===== src/rtl/bist_pkg.sv =====
// -----------------------------------------------------------------------------
// bist_pkg
// Shared types and constants for the BIST pattern-generator / MISR harness.
//   state_e    : controller states (IDLE, RUN, DONE)
//   DEF_*      : default widths, tap masks and seeds for a 28 PI / 17 PO netlist
//   lfsr_step  : one shift-left step of a Fibonacci LFSR of any width up to
//                STEP_MAX_W, feedback = XOR of the tapped bits
// -----------------------------------------------------------------------------
package bist_pkg;

  typedef enum logic [1:0] {
    IDLE = 2'd0,
    RUN  = 2'd1,
    DONE = 2'd2
  } state_e;

  localparam int          DEF_PI_W      = 28;
  localparam int          DEF_PO_W      = 17;
  localparam int          DEF_CNT_W     = 16;
  localparam logic [27:0] DEF_LFSR_TAPS = 28'h9000000;  // x^28 + x^25 + 1
  localparam logic [27:0] DEF_LFSR_SEED = 28'h0000001;
  localparam logic [16:0] DEF_MISR_TAPS = 17'h12000;    // x^17 + x^14 + 1
  localparam logic [16:0] DEF_MISR_SEED = 17'h00000;

  localparam int STEP_MAX_W = 64;

  // Generic-width step: callers zero-extend into STEP_MAX_W bits and truncate
  // the result back to their own width; bits above width are masked off.
  function automatic logic [STEP_MAX_W-1:0] lfsr_step(
    input logic [STEP_MAX_W-1:0] value,
    input logic [STEP_MAX_W-1:0] taps,
    input int                    width
  );
    logic [STEP_MAX_W-1:0] mask;
    logic                  fb;
    mask = (STEP_MAX_W'(1) << width) - STEP_MAX_W'(1);
    fb   = ^(value & taps & mask);
    return ((value << 1) | STEP_MAX_W'(fb)) & mask;
  endfunction

endpackage


===== src/rtl/bist_pattern_misr_if.sv =====
// -----------------------------------------------------------------------------
// bist_pattern_misr_if
// Control, netlist and result signals of the BIST harness.
//   slave  : the harness (consumes start/abort/n_pat/golden/po_in,
//            produces pi_out/busy/done/pass/signature/pat_cnt)
//   master : the driver (controller, or testbench)
// -----------------------------------------------------------------------------
interface bist_pattern_misr_if #(
  parameter int PI_W  = 28,
  parameter int PO_W  = 17,
  parameter int CNT_W = 16
);

  logic             start;
  logic             abort;
  logic [CNT_W-1:0] n_pat;
  logic [PO_W-1:0]  golden;
  logic [PI_W-1:0]  pi_out;
  logic [PO_W-1:0]  po_in;
  logic             busy;
  logic             done;
  logic             pass;
  logic [PO_W-1:0]  signature;
  logic [CNT_W-1:0] pat_cnt;

  modport slave (
    input  start, abort, n_pat, golden, po_in,
    output pi_out, busy, done, pass, signature, pat_cnt
  );

  modport master (
    output start, abort, n_pat, golden, po_in,
    input  pi_out, busy, done, pass, signature, pat_cnt
  );

endinterface


===== src/rtl/shift_reg_lfsr.sv =====
// -----------------------------------------------------------------------------
// shift_reg_lfsr
// Parameterised shift-left LFSR with load, enable and a parallel data-xor input.
// With data_i tied to 0 it is a pattern generator; with data_i = response it is
// a MISR.
//   clk, rst : clock, asynchronous active-high reset (register <- SEED)
//   load_i   : reload SEED (priority over en_i)
//   en_i     : advance one step: value <- step(value) ^ data_i
//   data_i   : word folded into the register on each enabled step
//   value_o  : current register contents
// -----------------------------------------------------------------------------
module shift_reg_lfsr
  import bist_pkg::*;
#(
  parameter int         W    = 8,
  parameter logic [W-1:0] TAPS = '1,
  parameter logic [W-1:0] SEED = W'(1)
) (
  input  logic         clk,
  input  logic         rst,
  input  logic         load_i,
  input  logic         en_i,
  input  logic [W-1:0] data_i,
  output logic [W-1:0] value_o
);

  logic [W-1:0] value_q;
  logic [W-1:0] value_d;

  assign value_d = W'(lfsr_step(STEP_MAX_W'(value_q), STEP_MAX_W'(TAPS), W)) ^ data_i;

  // NOTE: state registers use non-blocking assignments so every flop samples
  // pre-edge values, independent of block ordering in simulation.
  always_ff @(posedge clk or posedge rst) begin
    if (rst) begin
      value_q <= SEED;
    end else if (load_i) begin
      value_q <= SEED;
    end else if (en_i) begin
      value_q <= value_d;
    end
  end

  assign value_o = value_q;

endmodule


===== src/rtl/bist_pattern_misr.sv =====
// -----------------------------------------------------------------------------
// bist_pattern_misr
// BIST harness around a combinational netlist: an LFSR drives the netlist
// inputs, a MISR compacts its outputs, and the final signature is compared
// against a golden value.
//   clk, rst : clock, asynchronous active-high reset
//   bus      : bist_pattern_misr_if.slave
//     start / abort        : begin a run (IDLE or DONE) / return to IDLE
//     n_pat                : patterns per run, latched on accepted start
//     golden               : expected signature, used on the final capture
//     pi_out / po_in       : pattern to netlist / netlist response
//     busy / done / pass   : in RUN / in DONE / registered signature match
//     signature / pat_cnt  : MISR contents / patterns captured so far
// -----------------------------------------------------------------------------
module bist_pattern_misr
  import bist_pkg::*;
#(
  parameter int              PI_W      = DEF_PI_W,
  parameter int              PO_W      = DEF_PO_W,
  parameter logic [PI_W-1:0] LFSR_TAPS = DEF_LFSR_TAPS,
  parameter logic [PI_W-1:0] LFSR_SEED = DEF_LFSR_SEED,
  parameter logic [PO_W-1:0] MISR_TAPS = DEF_MISR_TAPS,
  parameter logic [PO_W-1:0] MISR_SEED = DEF_MISR_SEED,
  parameter int              CNT_W     = DEF_CNT_W
) (
  input  logic                clk,
  input  logic                rst,
  bist_pattern_misr_if.slave  bus
);

  // An all-zero LFSR would lock up, so a zero seed is promoted to 1.
  localparam logic [PI_W-1:0] LFSR_INIT = (LFSR_SEED == '0) ? PI_W'(1) : LFSR_SEED;

  state_e           state_q;
  logic [CNT_W-1:0] cnt_q;
  logic [CNT_W-1:0] cnt_d;
  logic [CNT_W-1:0] n_pat_q;
  logic             busy_q;
  logic             done_q;
  logic             pass_q;

  logic [PI_W-1:0]  lfsr_q;
  logic [PO_W-1:0]  misr_q;
  logic [PO_W-1:0]  misr_d;
  logic             seed_load;
  logic             step_en;

  // Seeds reload on abort and on any start the controller accepts.
  assign seed_load = bus.abort || (bus.start && (state_q != RUN));
  assign step_en   = (state_q == RUN) && !bus.abort;
  assign cnt_d     = cnt_q + CNT_W'(1);

  // Value the MISR takes on this edge; needed for the final pass compare.
  assign misr_d = PO_W'(lfsr_step(STEP_MAX_W'(misr_q), STEP_MAX_W'(MISR_TAPS), PO_W))
                  ^ bus.po_in;

  shift_reg_lfsr #(
    .W    (PI_W),
    .TAPS (LFSR_TAPS),
    .SEED (LFSR_INIT)
  ) u_lfsr (
    .clk     (clk),
    .rst     (rst),
    .load_i  (seed_load),
    .en_i    (step_en),
    .data_i  ({PI_W{1'b0}}),
    .value_o (lfsr_q)
  );

  shift_reg_lfsr #(
    .W    (PO_W),
    .TAPS (MISR_TAPS),
    .SEED (MISR_SEED)
  ) u_misr (
    .clk     (clk),
    .rst     (rst),
    .load_i  (seed_load),
    .en_i    (step_en),
    .data_i  (bus.po_in),
    .value_o (misr_q)
  );

  always_ff @(posedge clk or posedge rst) begin
    if (rst) begin
      state_q <= IDLE;
      cnt_q   <= '0;
      n_pat_q <= '0;
      busy_q  <= 1'b0;
      done_q  <= 1'b0;
      pass_q  <= 1'b0;
    end else if (bus.abort) begin
      state_q <= IDLE;
      cnt_q   <= '0;
      busy_q  <= 1'b0;
      done_q  <= 1'b0;
      pass_q  <= 1'b0;
    end else begin
      case (state_q)
        IDLE, DONE: begin
          if (bus.start) begin
            cnt_q   <= '0;
            n_pat_q <= bus.n_pat;
            if (bus.n_pat == '0) begin
              state_q <= DONE;
              busy_q  <= 1'b0;
              done_q  <= 1'b1;
              pass_q  <= (MISR_SEED == bus.golden);
            end else begin
              state_q <= RUN;
              busy_q  <= 1'b1;
              done_q  <= 1'b0;
              pass_q  <= 1'b0;
            end
          end
        end
        RUN: begin
          cnt_q <= cnt_d;
          if (cnt_d == n_pat_q) begin
            state_q <= DONE;
            busy_q  <= 1'b0;
            done_q  <= 1'b1;
            pass_q  <= (misr_d == bus.golden);
          end
        end
        default: begin
          state_q <= IDLE;
          busy_q  <= 1'b0;
          done_q  <= 1'b0;
          pass_q  <= 1'b0;
        end
      endcase
    end
  end

  assign bus.pi_out    = lfsr_q;
  assign bus.signature = misr_q;
  assign bus.pat_cnt   = cnt_q;
  assign bus.busy      = busy_q;
  assign bus.done      = done_q;
  assign bus.pass      = pass_q;

endmodule


===== src/flat_wrapper.sv =====
// flat-port wrapper written by rule: the top's interface ports become plain ports
module bist_pattern_misr_flat import bist_pkg::*;
#(
  parameter int              PI_W      = DEF_PI_W,
  parameter int              PO_W      = DEF_PO_W,
  parameter logic [PI_W-1:0] LFSR_TAPS = DEF_LFSR_TAPS,
  parameter logic [PI_W-1:0] LFSR_SEED = DEF_LFSR_SEED,
  parameter logic [PO_W-1:0] MISR_TAPS = DEF_MISR_TAPS,
  parameter logic [PO_W-1:0] MISR_SEED = DEF_MISR_SEED,
  parameter int              CNT_W     = DEF_CNT_W
)
  (clk, rst, bus_start, bus_abort, bus_n_pat, bus_golden, bus_po_in, bus_pi_out, bus_busy, bus_done, bus_pass, bus_signature, bus_pat_cnt);
  bist_pattern_misr_if #(.PI_W(PI_W), .PO_W(PO_W), .CNT_W(CNT_W)) bus_i ();
  input  logic clk;
  input  logic rst;
  input wire logic [$bits(bus_i.start)-1:0] bus_start;
  input wire logic [$bits(bus_i.abort)-1:0] bus_abort;
  input wire logic [$bits(bus_i.n_pat)-1:0] bus_n_pat;
  input wire logic [$bits(bus_i.golden)-1:0] bus_golden;
  input wire logic [$bits(bus_i.po_in)-1:0] bus_po_in;
  output wire logic [$bits(bus_i.pi_out)-1:0] bus_pi_out;
  output wire logic [$bits(bus_i.busy)-1:0] bus_busy;
  output wire logic [$bits(bus_i.done)-1:0] bus_done;
  output wire logic [$bits(bus_i.pass)-1:0] bus_pass;
  output wire logic [$bits(bus_i.signature)-1:0] bus_signature;
  output wire logic [$bits(bus_i.pat_cnt)-1:0] bus_pat_cnt;
  assign bus_i.start = bus_start;
  assign bus_i.abort = bus_abort;
  assign bus_i.n_pat = bus_n_pat;
  assign bus_i.golden = bus_golden;
  assign bus_i.po_in = bus_po_in;
  assign bus_pi_out = bus_i.pi_out;
  assign bus_busy = bus_i.busy;
  assign bus_done = bus_i.done;
  assign bus_pass = bus_i.pass;
  assign bus_signature = bus_i.signature;
  assign bus_pat_cnt = bus_i.pat_cnt;
  bist_pattern_misr #(.PI_W(PI_W), .PO_W(PO_W), .LFSR_TAPS(LFSR_TAPS), .LFSR_SEED(LFSR_SEED), .MISR_TAPS(MISR_TAPS), .MISR_SEED(MISR_SEED), .CNT_W(CNT_W)) u_core (.clk(clk), .rst(rst), .bus(bus_i));
endmodule

===== config.mk =====
export PLATFORM = sky130hd
export DESIGN_NAME = bist_pattern_misr_flat
export DESIGN_NICKNAME = d
export VERILOG_FILES = /design/src/rtl/bist_pkg.sv /design/src/rtl/bist_pattern_misr_if.sv /design/src/rtl/shift_reg_lfsr.sv /design/src/rtl/bist_pattern_misr.sv /design/src/flat_wrapper.sv
export SDC_FILE = /design/constraint.sdc
export NUM_CORES = 1
export LEC_CHECK = 0
export ABC_AREA = 1
export CAP_MARGIN = 10
export CORE_UTILIZATION = 35
export CTS_BUF_LIST = sky130_fd_sc_hd__clkbuf_8
export CTS_CLUSTER_SIZE = 8
export DETAILED_ROUTE_END_ITERATION = 8
export GPL_TIMING_DRIVEN = 1
export SYNTH_ARGS = -nofsm -noshare
export SYNTH_HDL_FRONTEND = slang
export SYNTH_SLANG_ARGS = --single-unit
export TNS_END_PERCENT = 100

===== constraint.sdc =====
create_clock -name clk -period 7.1 [get_ports clk]
set_input_delay 0.71 -clock clk [delete_from_list [all_inputs] [get_ports clk]]
set_output_delay 0.71 -clock clk [all_outputs]
set_load 0.02 [all_outputs]

# Word level (Yosys, flattened, before mapping)
# Index checks and enable logic that the tools add are counted.
dict set report op_classes {
  bitwise_logic 4
  addsub 1
  reduce_logical 15
  n_eq_ne 7
  muxes 27
}
# op count
set op_table {}
lappend op_table {{64-bit XOR reduction} 2}
lappend op_table {{28-bit 2-to-1 mux} 2}
lappend op_table {{17-bit 2-to-1 mux} 2}
lappend op_table {{16-bit 2-to-1 mux} 2}
lappend op_table {{16-bit one-hot mux with 2 select lines} 1}
lappend op_table {{28-bit by 1-bit OR with 28-bit output} 1}
lappend op_table {{17-bit == test} 1}
lappend op_table {{17-bit logical NOT} 1}
lappend op_table {{17-bit by 1-bit OR with 17-bit output} 1}
lappend op_table {{17-bit bitwise XOR} 1}
lappend op_table {{16-bit by 1-bit adder with 16-bit output, second input constant} 1}
lappend op_table {{16-bit == test} 1}
lappend op_table {{16-bit logical NOT} 1}
lappend op_table {{1-bit 2-to-1 mux} 12}
lappend op_table {{2-bit 2-to-1 mux} 4}
lappend op_table {{3-bit != test, second input constant} 2}
lappend op_table {{1-bit one-hot mux with 2 select lines} 3}
lappend op_table {{2-bit one-hot mux with 2 select lines} 1}
lappend op_table {{2-bit AND reduction} 2}
lappend op_table {{3-bit AND reduction} 1}
lappend op_table {{3-bit nonzero test} 1}
lappend op_table {{2-bit by 1-bit == test with 1-bit output, second input constant} 1}
lappend op_table {{2-bit == test, second input constant} 1}
lappend op_table {{1-bit logical AND} 2}
lappend op_table {{7 further kinds} 7}
dict set report totals {
  input_bits 54
  word_cells 62
  output_inout_bits 64
  ff_bits 82
}

# Depth between registers and ports, before layout
# Gate-level depths: netlist of run 1.
dict set report depth {
  depth_word 7
  mapped_depth 16
  ltp_nobuf 16
}

# Modules after synthesis
# From an unflattened synthesis of run 1, not the netlist that was laid out.
dict set report hier_totals {
  hier_cells 625
  hier_area_um2 4869.7
}
# module seq_area_each_um2 instances cells_per_inst area_per_inst_um2
set by_module_without_submodules {}
lappend by_module_without_submodules {bist_pattern_misr 900.9 1 413 2657.5}
lappend by_module_without_submodules {{shift_reg_lfsr at u_core.u_lfsr} 701.9 1 130 1365.1}
lappend by_module_without_submodules {{shift_reg_lfsr at u_core.u_misr} 425.4 1 82 847.1}

# Worst setup path after synthesis of run 1
# Ideal clock, no wire load.
dict set report synth_path {
  path_kind {reg-to-reg}
  from {reg u_core.cnt_q[0] (netlist: u_core.bus.pat_cnt[0])}
  to {reg u_core.busy_q (netlist: u_core.bus.busy)}
  synth_period_minus_slack_ps 1959
  setup_slack_ps 5141
  t_arrival_ps 1841
  path_buffers 0
  stages_incl_launch_ff 17
  cell_sequence {dfrtp_1 -> ha_1 -> nand2_2 -> nor2_4 -> nand2_2 -> nor2_2 -> nand2_1 -> nand2_1 -> nand2_1 -> nand2_1 -> nand2_1 -> nor2_2 -> nand3_2 -> nand2_2 -> nand2_1 -> nand2_1 -> nand2_1}
}
dict set report synth_between {
  elab_chain_len 4
}
# element line_no
set synth_lines {}
lappend synth_lines {{start, declared} bist_pattern_misr.sv:35} ;# logic [CNT_W-1:0] cnt_q;
lappend synth_lines {{start signal, assigned} bist_pattern_misr.sv:117} ;# cnt_q <= cnt_d;
lappend synth_lines {{16-bit by 1-bit adder with 16-bit output} bist_pattern_misr.sv:51} ;# assign cnt_d = cnt_q + CNT_W'(1);
lappend synth_lines {{16-bit == test} bist_pattern_misr.sv:118} ;# if (cnt_d == n_pat_q) begin
lappend synth_lines {{3-bit != test (no line)} n/a}
lappend synth_lines {{2-bit AND reduction (no line)} n/a}
lappend synth_lines {{end signal, assigned} bist_pattern_misr.sv:110} ;# busy_q <= 1'b1;
lappend synth_lines {{end signal, assigned} bist_pattern_misr.sv:120} ;# busy_q <= 1'b0;
lappend synth_lines {{end signal, assigned} bist_pattern_misr.sv:127} ;# busy_q <= 1'b0;
lappend synth_lines {{end, declared} bist_pattern_misr.sv:38} ;# logic busy_q;
# Every way passes these cells.
# A chain may end at the register's enable or synchronous reset.

# Worst setup path in the final report of run 1
dict set report layout_path {
  from {in bus_abort}
  to {reg u_core.n_pat_q[1]}
}
dict set report layout_between {
  elab_chain_len 2
}
# element line_no
set layout_lines {}
lappend layout_lines {{start, declared} flat_wrapper.sv:17} ;# input wire logic [$bits(bus_i.abort)-1:0] bus_abort;
lappend layout_lines {{1-bit inverter (no line)} n/a}
lappend layout_lines {{3-bit AND reduction (no line)} n/a}
lappend layout_lines {{end signal, assigned} bist_pattern_misr.sv:102} ;# n_pat_q <= bus.n_pat;
lappend layout_lines {{end, declared} bist_pattern_misr.sv:37} ;# logic [CNT_W-1:0] n_pat_q;
# Every way passes these cells.

==> run metrics, run 1 <==
status=finished, final reports clean; top cell type's share of synthesized area=46.4%; area of the placeable core=12000 um^2; die span in x=113 um; depth of the CTS H-tree=3; Num CTS Buffers=9; Final nets=726; number of nets in the synthesized netlist=607; number of non-filler instances in the completed layout=822; classification of the worst-slack hold path=reg -> reg; largest clock skew in the final design=0.0110 ns; final critical delay including setup and external delays=2.32 ns; worst-case register-to-register setup slack=4.89 ns; depth of the worst hold-timing path=2; first-pass GRT wire length=20100 um; count of TritonRoute iterations in the first routing pass=4; synthesis-to-layout area growth=35.9%; leading register cell type out of synthesis=sky130_fd_sc_hd__dfrtp_1; number of buffers inserted to repair setup after CTS=0; Detailed Route Iter0 Violations=284; endpoint of the worst hold path=u_core.bus.busy$_DFFE_PP0P_; final WL=12100 um; area of the mapped netlist=4310 um^2; ant diodes=0; vias in the first global route=4185; cell with the largest stage delay on the worst path=sky130_fd_sc_hd__nand3_1; Reg clk slew, reported paths=0.08 ns; Synthesis Warnings=0; Post-Place Cell Area=5650 um^2; startpoint-to-endpoint class of the critical path=in -> reg; layout filler cell count=1184; Skew-Pair Late Insertion Delay=0.37 ns; relative slew slack=29.3%; part of the Yosys area used for sequential elements=47.0%; static leakage power=2.59 nW; residual DRC count=0; Root Driver=sky130_fd_sc_hd__clkbuf_8; Port-buffer cells=117; flops & latches, synth=81; fraction of layout cells with a size suffix above 1=6.52%; highest clock frequency the design can meet=0.431 GHz; maximum number of buffers from clock root to sink=2; drt wl/cell=14.7 um; setup TNS after final layout=0 ns; crit end category=register; HP Start=u_core.bus.busy$_DFFE_PP0P_; setup slack at placement=4.37 ns; endpoint of the worst-slack reg-to-reg timing path=u_core.bus.pass$_DFFE_PP0P_; cell breakdown of the critical path=clkdlybuf4s50_1, inv_1, nand3_1, mux2_2; Critical Path Start Type=input port; largest incremental delay on the critical path=0.67 ns; worst r2r src=u_core.bus.pat_cnt[0]$_DFFE_PP0P_; routed via count=4140; minimum setup slack in the final design=4.78 ns; Total Die Area=12800 um^2; routability-driven placement congestion ratio=0.862; share of synthesized flip-flops with an asynchronous set or reset=100%; setup repair after global routing missed its margin=false; fin crit share=32.7%; dominant cell type by area after synthesis=sky130_fd_sc_hd__dfrtp_1; count of pins on the block boundary=118; antenna violations before repair=0; arrival time worst endpoint=2.57 ns; most numerous cell types in the synthesized netlist=146 x sky130_fd_sc_hd__nand2_1, 88 x sky130_fd_sc_hd__inv_1, 80 x sky130_fd_sc_hd__dfrtp_1; peak supply drop=0.000131 V; ranking of synthesized cells by area=sky130_fd_sc_hd__dfrtp_1 46%, sky130_fd_sc_hd__nand2_1 13%, sky130_fd_sc_hd__inv_1 7.7%; HPWL after detailed placement=8920 um; cell with the most instances after synthesis=sky130_fd_sc_hd__nand2_1; total instance count after detailed placement=807; area of all placed cells without fillers=5860 um^2; Post-CTS Hold Buffers=0; worst reg-to-reg path cell count=14; number of violations of the max-capacitance limit=0; clock tree sinks=81; area of the multi-input gates=1900 um^2; final-report setup violation count=0; maximum number of pins on one net before global-route repair=82; number of instances in the synthesized netlist=552; Starting Density=35.9%; CTS tree=done; standard-cell row count=40; Worst Max-Slew Pin Slew=1.06 ns; All-Layer GR Usage=20.2%; number of enable-type register cells in the synthesized netlist=0; Syn Area/Cell=7.82 um^2; power density over the cells=238 nW/um^2; area taken by flip-flops and latches=2030 um^2; number of hold violations in the final report=0; worst path required time=7.35 ns; average via count per standard cell=5.04; Final ANT Viol Nets=0; count of different cell masters after synthesis=31; Die Y=113 um; leftover overflow at the end of global routing=0; CTS resizes=0; Max Slew Vio Count=0; largest fanout of any net on the critical path=27; Final Util=48.8%
==> through the flow <==
| step | total power, mW | hold slack, ns |
|---|---|---|
| final | 1.40 | 0.484 |
| after global routing | 1.49 | 0.507 |
| after CTS | 1.41 | 0.486 |
| after detailed placement | 1.03 | 0.466 |
| after global placement | 1.03 | 0.468 |
| after floorplan | 0.857 | 0.466 |
==> routing by layer <==
metal	track usage, %	share of wire, %	vias up	wire (um)
met2	32.1	45	146	5500
met1	26.2	45	1949	5460
met4	7.98	1.9	0	227
met3	5.36	7.5	16	908
li1	-	-	2029	-
met5	0	0	-	0
==> layout by cell type (no fill, tap or decap), drive strengths merged <==
cell	netlist	layout
nor4	7	7
xor2	11	11
dfstp	1	1
nand3	39	39
nand4	12	12
nand2	151	151
and3	2	2
o21ai	43	43
bufinv	0	2
mux2	5	5
dfrtp	80	80
nor2	35	35
a21oi	3	3
inv	89	89
o211ai	1	1
o22ai	32	32
ha	1	1
clkbuf	9	9
buf	3	3
nand3b	6	6
xnor2	14	14
clkdlybuf4s50	0	117
or2	2	2
a22o	3	3
nor3	2	2
clkinv	1	5
==> flip-flops by register name (all words and copies together), names as in the netlist <==
name                   flops
u_core.state_q             1
u_core.n_pat_q            16
u_core.bus.pass            1
u_core.u_lfsr.value_o     28
u_core.bus.pat_cnt        16
u_core.bus.done            1
u_core.bus.busy            1
u_core.u_misr.value_o     17
==> kinds of logic after synthesis <==
logic type / count (synthesis) / share of synthesized area, %
simple gates: 256 / 26.6
buf+inv: 102 / 8.87
compound gates: 82 / 10.8
flops: 81 / 47.0
xor+xnor: 25 / 5.08
mux: 5 / 1.31
fa+ha+maj: 1 / 0.290
==> power by group <==
| part | switching (mW) | leakage, nW | total, mW | internal, mW |
|---|---|---|---|---|
| Clock | 0.177 | 0.110 | 0.375 | 0.198 |
| Combinational | 0.240 | 1.40 | 0.422 | 0.182 |
| Sequential | 0.0683 | 1.09 | 0.600 | 0.532 |
==> how the worst max path moves through the flow <==
| stage | from | to | depth (start not counted) |
|---|---|---|---|
| detailed placement | bus_abort | u_core.n_pat_q[1]$_DFFE_PP0P_ | 4 |
| global route | bus_abort | u_core.n_pat_q[1]$_DFFE_PP0P_ | 4 |
| global placement | bus_abort | u_core.n_pat_q[3]$_DFFE_PP0P_ | 4 |
| floorplan | rst | u_core.bus.busy$_DFFE_PP0P_ | 1 |
| CTS | bus_abort | u_core.n_pat_q[1]$_DFFE_PP0P_ | 4 |
| finish | bus_abort | u_core.n_pat_q[1]$_DFFE_PP0P_ | 4 |
==> critical path: cells and delay by family <==
family | cells | cell delay (ns)
and+or+nand+nor | 1 | 0.67
buffers and inverters | 2 | 0.65
muxes | 1 | 0.54
==> cell type report <==
type | instances | area share [%]
Sequential cell | 81 | 34.6
Clock inverter | 6 | 1.56
Multi-Input combinational cell | 369 | 32.5
Timing Repair Buffer | 120 | 20.4
Tap cell | 147 | 3.14
Inverter | 90 | 5.78
Clock buffer | 9 | 2.11
Note: power is estimated with default switching activity, not from simulation.
==> run 2, diff against run 1 <==
Clock period 7.1 ns to 2.1 ns, I/O delays scaled along.
==> run 2 against run 1 <==
  * Die area stayed put
  * Critical path type is now reg -> reg
  * First-iteration DRC count is 12% lower
  * Clock skew is 0.00066 ns higher
  * Largest power group unchanged
==> run metrics, run 2 (synthesis gave the netlist of run 1 again) <==
count of TritonRoute iterations in the first routing pass=4 (unchanged); Skew-Pair Late Insertion Delay=0.38 ns (about the same); area of the multi-input gates=1940 um^2 (+2.1%); Max Slew Vio Count=0 (unchanged); most frequent cells in the layout=146 x sky130_fd_sc_hd__nand2_1, 117 x sky130_fd_sc_hd__clkdlybuf4s50_1, 87 x sky130_fd_sc_hd__inv_1; depth of the CTS H-tree=3 (unchanged); Final ANT Viol Nets=0 (unchanged); final critical delay including setup and external delays=1.95 ns; Num CTS Buffers=9 (unchanged); cell breakdown of the critical path=nand2_1, nor2_4, buf_4, nand3_1, nand3_1, nand2_1, clkinv_1, nand3_1, nor2_2, nand3_2, nand2_4, nand2_1, nand2_1, nand2_1; layout filler cell count=1173 (-0.93%); number of hold violations in the final report=0 (unchanged); maximum number of pins on one net before global-route repair=59 (-28%); relative slew slack=57.1% (+28 points); Root Driver=sky130_fd_sc_hd__clkbuf_8; smallest hold slack=0.277 ns (-0.207 ns); worst setup path start=u_core.bus.pat_cnt[4]$_DFFE_PP0P_; area of all placed cells without fillers=5990 um^2 (+2.2%); endpoint of the worst-slack reg-to-reg timing path=u_core.bus.busy$_DFFE_PP0P_; worst path required time=2.38 ns (-4.97 ns); final-report setup violation count=0 (unchanged); CTS tree=done; ant diodes=0 (unchanged); Port-buffer cells=117 (unchanged); standard-cell row count=40 (unchanged); leftover overflow at the end of global routing=0 (unchanged); Worst Max-Slew Pin Slew=0.643 ns (-0.417 ns); clock tree sinks=81 (unchanged); residual DRC count=0 (unchanged); max reg flops=28 (unchanged); die span in x=113 um (unchanged); routed via count=4112 (-0.68%); largest incremental delay on the critical path=0.43 ns (-0.24 ns); count of pins on the block boundary=118 (unchanged); status=finished, final reports clean; Critical Path Start Type=register; Post-Place Cell Area=5740 um^2 (+1.7%); family with the most delay on the worst path=simple AND/OR/NAND/NOR gates; Die Y=113 um (unchanged); Final Power=4.70 mW (+240%); arrival time worst endpoint=2.23 ns (-0.34 ns); area of the placeable core=12000 um^2 (unchanged); peak supply drop=0.000391 V (+200%); largest fanout of any net on the critical path=7 (-74%); startpoint-to-endpoint class of the critical path=reg -> reg; fin crit share=92.7%; Final Util=49.9% (+1.1 points); crit end category=register; synthesis-to-layout area growth=39.0%; number of violations of the max-capacitance limit=0 (unchanged); drt wl/cell=14.9 um (+1.1%); most common library cell in the layout ignoring fill and taps=sky130_fd_sc_hd__nand2_1; fraction of layout cells with a size suffix above 1=9.32% (+2.8 points); classification of the worst-slack hold path=in -> async; power density over the cells=783 nW/um^2 (+230%); maximum number of buffers from clock root to sink=2 (unchanged); first-pass GRT wire length=20300 um (+0.65%); average via count per standard cell=4.93 (-2.1%); cell mode on critical path=sky130_fd_sc_hd__nand2_1; Detailed Route Iter0 Violations=249 (-12%); All-Layer GR Usage=20.5% (+0.31 points); antenna violations before repair=0 (unchanged); Post-CTS Hold Buffers=0 (unchanged); HPWL after detailed placement=9270 um (+4.0%); area taken by flip-flops and latches=2030 um^2 (+0.25%); worst reg-to-reg path cell count=14 (unchanged); number of buffer and inverter instances along the worst setup path=2 (unchanged); setup TNS after final layout=0 ns (unchanged); highest clock frequency the design can meet=0.514 GHz; largest clock skew in the final design=0.0117 ns (+0.000656 ns); final WL=12400 um (+2.6%); Reg clk slew, reported paths=0.10 ns (+0.02 ns); Starting Density=35.9% (unchanged); static leakage power=2.63 nW (+1.6%); routability-driven placement congestion ratio=0.889 (+3.2%); worst-case register-to-register setup slack=0.15 ns (-4.74 ns); Total Die Area=12800 um^2 (unchanged); Final nets=737 (+1.5%); cell with the largest stage delay on the worst path=sky130_fd_sc_hd__dfrtp_1; worst r2r src=u_core.bus.pat_cnt[4]$_DFFE_PP0P_; vias in the first global route=4133 (-1.2%)
run 2: routing by layer:
metal / vias up / track usage, % / part of all wire, %
met5: - / 0 / 0
met4: 0 / 6.49 / 1.5
met3: 13 / 6.11 / 6.1
met2: 126 / 32.9 / 46
met1: 1919 / 26.6 / 46
li1: 2054 / - / -
run 2: power by group:
part | total (mW) | internal (mW) | leakage, nW | switching (mW)
registers | 2.03 | 1.80 | 1.08 | 0.230
logic | 1.51 | 0.665 | 1.46 | 0.849
clock network | 1.16 | 0.487 | 0.0962 | 0.669
run 2: worst max path at each step:
stage	slack (ns)	to	cells past startpoint
final	0.15	u_core.bus.busy$_DFFE_PP0P_	14
after global routing	-0.02	u_core.bus.busy$_DFFE_PP0P_	16
after CTS	0.02	u_core.bus.busy$_DFFE_PP0P_	13
after detailed placement	0.03	u_core.bus.busy$_DFFE_PP0P_	13
after global placement	0.15	u_core.bus.pass$_DFFE_PP0P_	13
after floorplan	0.14	u_core.bus.busy$_DFFE_PP0P_	16
run 2: worst reg2reg max path: stages, from the launching register on:
cell	delay, ns
sky130_fd_sc_hd__dfrtp_1	0.43
sky130_fd_sc_hd__nand2_1	0.18
sky130_fd_sc_hd__nor2_4	0.23
sky130_fd_sc_hd__buf_4	0.15
sky130_fd_sc_hd__nand3_1	0.07
sky130_fd_sc_hd__nand3_1	0.10
sky130_fd_sc_hd__nand2_1	0.06
sky130_fd_sc_hd__clkinv_1	0.04
sky130_fd_sc_hd__nand3_1	0.11
sky130_fd_sc_hd__nor2_2	0.11
sky130_fd_sc_hd__nand3_2	0.10
sky130_fd_sc_hd__nand2_4	0.09
sky130_fd_sc_hd__nand2_1	0.08
sky130_fd_sc_hd__nand2_1	0.07
sky130_fd_sc_hd__nand2_1	0.05
run 2: metrics by stage:
stage          cells  setup slack [ns]
6_report         834             0.154
3_5_place_dp     816            0.0293
4_1_cts          832            0.0163
2_1_floorplan    552             0.141
5_1_grt          834           -0.0167
3_3_place_gp     816             0.148
run 2: final cells by class:
| cell class | instances | area share (%) |
|---|---|---|
| clock buffer | 10 | 2.30 |
| clock inverter | 6 | 0.898 |
| inverter | 90 | 5.70 |
| multi-input combinational | 369 | 32.4 |
| sequential | 81 | 33.9 |
| tap | 147 | 3.07 |
| timing repair buffer | 131 | 21.7 |
run 2: what timing repair did:
item	in CTS	in global routing
buffers inserted	0	2
resized for setup	0	14
endpoints found under the setup margin	0	4
==> patch, RTL diff (config.mk and constraints of run 2) <==
Set the package constant `DEF_PO_W` to 34 (it was 17).
--- a/src/rtl/bist_pkg.sv
+++ b/src/rtl/bist_pkg.sv
@@ -17,3 +17,3 @@
   localparam int          DEF_PI_W      = 28;
-  localparam int          DEF_PO_W      = 17;
+  localparam int          DEF_PO_W      = 34;
   localparam int          DEF_CNT_W     = 16;
Ports: changed (resized bus_golden, bus_po_in and bus_signature); port bits go from 118 to 169. The function was not compared with the original's and may differ.
==> patch against run 2 <==
Count of clock-buffer cells in the layout unchanged. Final area up 32%. Sequential cell count grew 17. Area after synthesis up 32%. Global-route usage up 0.69 points. Critical endpoint is now u_core.bus.pass. Highest routed layer unchanged. Hold slack gained 0.056 ns. Critical path type unchanged. Core utilization is 0.086 points higher. Wire length rose by 38%. Worst setup slack better by 0.019 ns. Total power down 3.7%. Sequential share of layout area down 3.0 points.
==> patch: results (changes against run 2) <==
| Metric | Value |
|---|---|
| Synth area leaders | dfrtp_1 (43%), nand2_1 (16%), inv_1 (10%) (was dfrtp_1 (46%), nand2_1 (13%), inv_1 (7.7%)) |
| Top cells by count, synth | nand2_1 (249), inv_1 (152), dfrtp_1 (97) (was nand2_1 (146), inv_1 (88), dfrtp_1 (80)) |
| Clock Skew | 0.01907 ns (was 0.01168 ns) |
| DRT iter0 DRCs | 232 (was 249) |
| Sum Neg Setup Slack | 0 ns (unchanged) |
| Hold slack | 0.3332 ns (was 0.2768 ns) |
| Antenna violations before repair | 0 (unchanged) |
| Layout cells sized above 1 | 0.06748 (was 0.09316) |
| Syn Nets | 884 (was 607) |
| Wirelength per Cell | 14.31 um (was 14.88 um) |
| Pre-Repair DR Iteration Count | 7 (was 4) |
| GRT Overall Usage | 0.2118 (was 0.2050) |
| Placed inst area | 7697 um2 (was 5743 um2) |
| Detailed Place HPWL | 12.73 mm (was 9.274 mm) |
| Multiplexer share of the synthesized area | 0 (was 0.01305) |
| Top FF cell, synth | dfrtp_1 (unchanged) |
| Number of global-route vias before repair | 5430 (was 4133) |
| Place WS | 0.06567 ns (was 0.02926 ns) |
| Adder-Cell Fraction of Synth Area | 0.002199 (was 0.002900) |
| Max IR drop VDD | 309.0 uV (was 390.8 uV) |
| Part of the Yosys area used for sequential elements | 0.4313 (was 0.4701) |
| Synth Instances | 795 (was 552) |
| Xor and xnor area share after synthesis | 0.02463 (was 0.05075) |
| Run status | finished, final reports clean (unchanged) |
| PortBufs | 168 (was 117) |
| FF-to-FF End | u_core.bus.pass (was u_core.bus.busy) |
| Static Leakage | 3.801 nW (was 2.633 nW) |
| Fin nets | 1062 (was 737) |
| Crit Reg-Reg Startpoint | u_core.bus.pat_cnt[2] (was u_core.bus.pat_cnt[4]) |
| Final GP Congestion | 0.8453 (was 0.8890) |
| Cell depth of the worst flop-to-flop path | 13 (was 14) |
| Crit path largest cell delay | 0.51 ns (was 0.43 ns) |
| GR Util met1 | 0.2633 (was 0.2660) |
| Max_slew headroom | 0.5245 (was 0.5706) |
| Netlist cell types | 35 (was 31) |
| Compound-Gate Fraction of Synth Area | 0.1113 (was 0.1085) |
| Met2 Resource Use GR | 0.3545 (was 0.3288) |
| Met3 Usage GRT | 0.06565 (was 0.06106) |
| Clk_lat worst skew | 0.39 ns |
| Reg-to-reg slack, setup | 0.17 ns (was 0.15 ns) |
| Max FFs per register | 34 (was 28) |
| Arr. time, crit path | 2.20 ns (was 2.23 ns) |
| Cts bufs inserted | 9 (unchanged) |
| CP Max Fanout | 5 (was 7) |
| Post-Route WL | 17.08 mm (was 12.41 mm) |
| Largest net degree at the start of global routing | 99 (was 59) |
| Via count | 5616 (was 4112) |
| First-pass GRT wire length | 27.04 mm (was 20.25 mm) |
| Placed Cells | 1176 (was 816) |
-- patch: cell types whose count changed in the layout (fill, tap and decap cells not counted), moves of 5 or more --
| cell | delta |
|---|---|
| nor2_1 | +11 |
| o22ai_1 | +17 |
| dfrtp_1 | +20 |
| nand3_1 | +25 |
| inv_1 | +65 |
| a32o_1 | +5 |
| mux2_2 | -5 |
| nand2_1 | +101 |
| xnor2_1 | -7 |
| nand4_1 | +7 |
| clkdlybuf4s50_1 | +51 |
-- patch: where the power goes --
| group | internal [mW] | switching [mW] |
|---|---|---|
| Clock | 0.466 | 0.711 |
| Combinational | 0.543 | 0.659 |
| Sequential | 2.02 | 0.124 |
-- patch: how the worst max path moves through the flow --
stage	startpoint	end	slack, ns	cells past startpoint
3_5_place_dp	bus_po_in[31]	u_core.bus.pass	0.07	13
5_1_grt	u_core.bus.pat_cnt[2]	u_core.bus.pass	-0.01	15
6_report	u_core.bus.pat_cnt[2]	u_core.bus.pass	0.17	13
2_1_floorplan	u_core.bus.pat_cnt[0]	u_core.bus.busy	0.17	16
3_3_place_gp	bus_po_in[31]	u_core.bus.pass	0.10	13
4_1_cts	u_core.bus.pat_cnt[0]	u_core.bus.busy	0.15	15
-- patch: area by class of cell --
| class | count | area (um2) |
|---|---|---|
| tap | 216 | 270.3 |
| inverter | 157 | 593.1 |
| timing repair buffer | 183 | 1823 |
| sequential | 98 | 2455 |
| fill | 1654 | 7944 |
| multi-input combinational | 524 | 2618 |
| clock buffer | 10 | 137.6 |
| clock inverter | 6 | 45.04 |
-- patch: per-layer routing --
metal / share of wire / vias to the layer above
met3: 0.076 / 21
met2: 0.48 / 162
met1: 0.43 / 2553
met5: 0 / -
met4: 0.016 / 0
li1: - / 2880
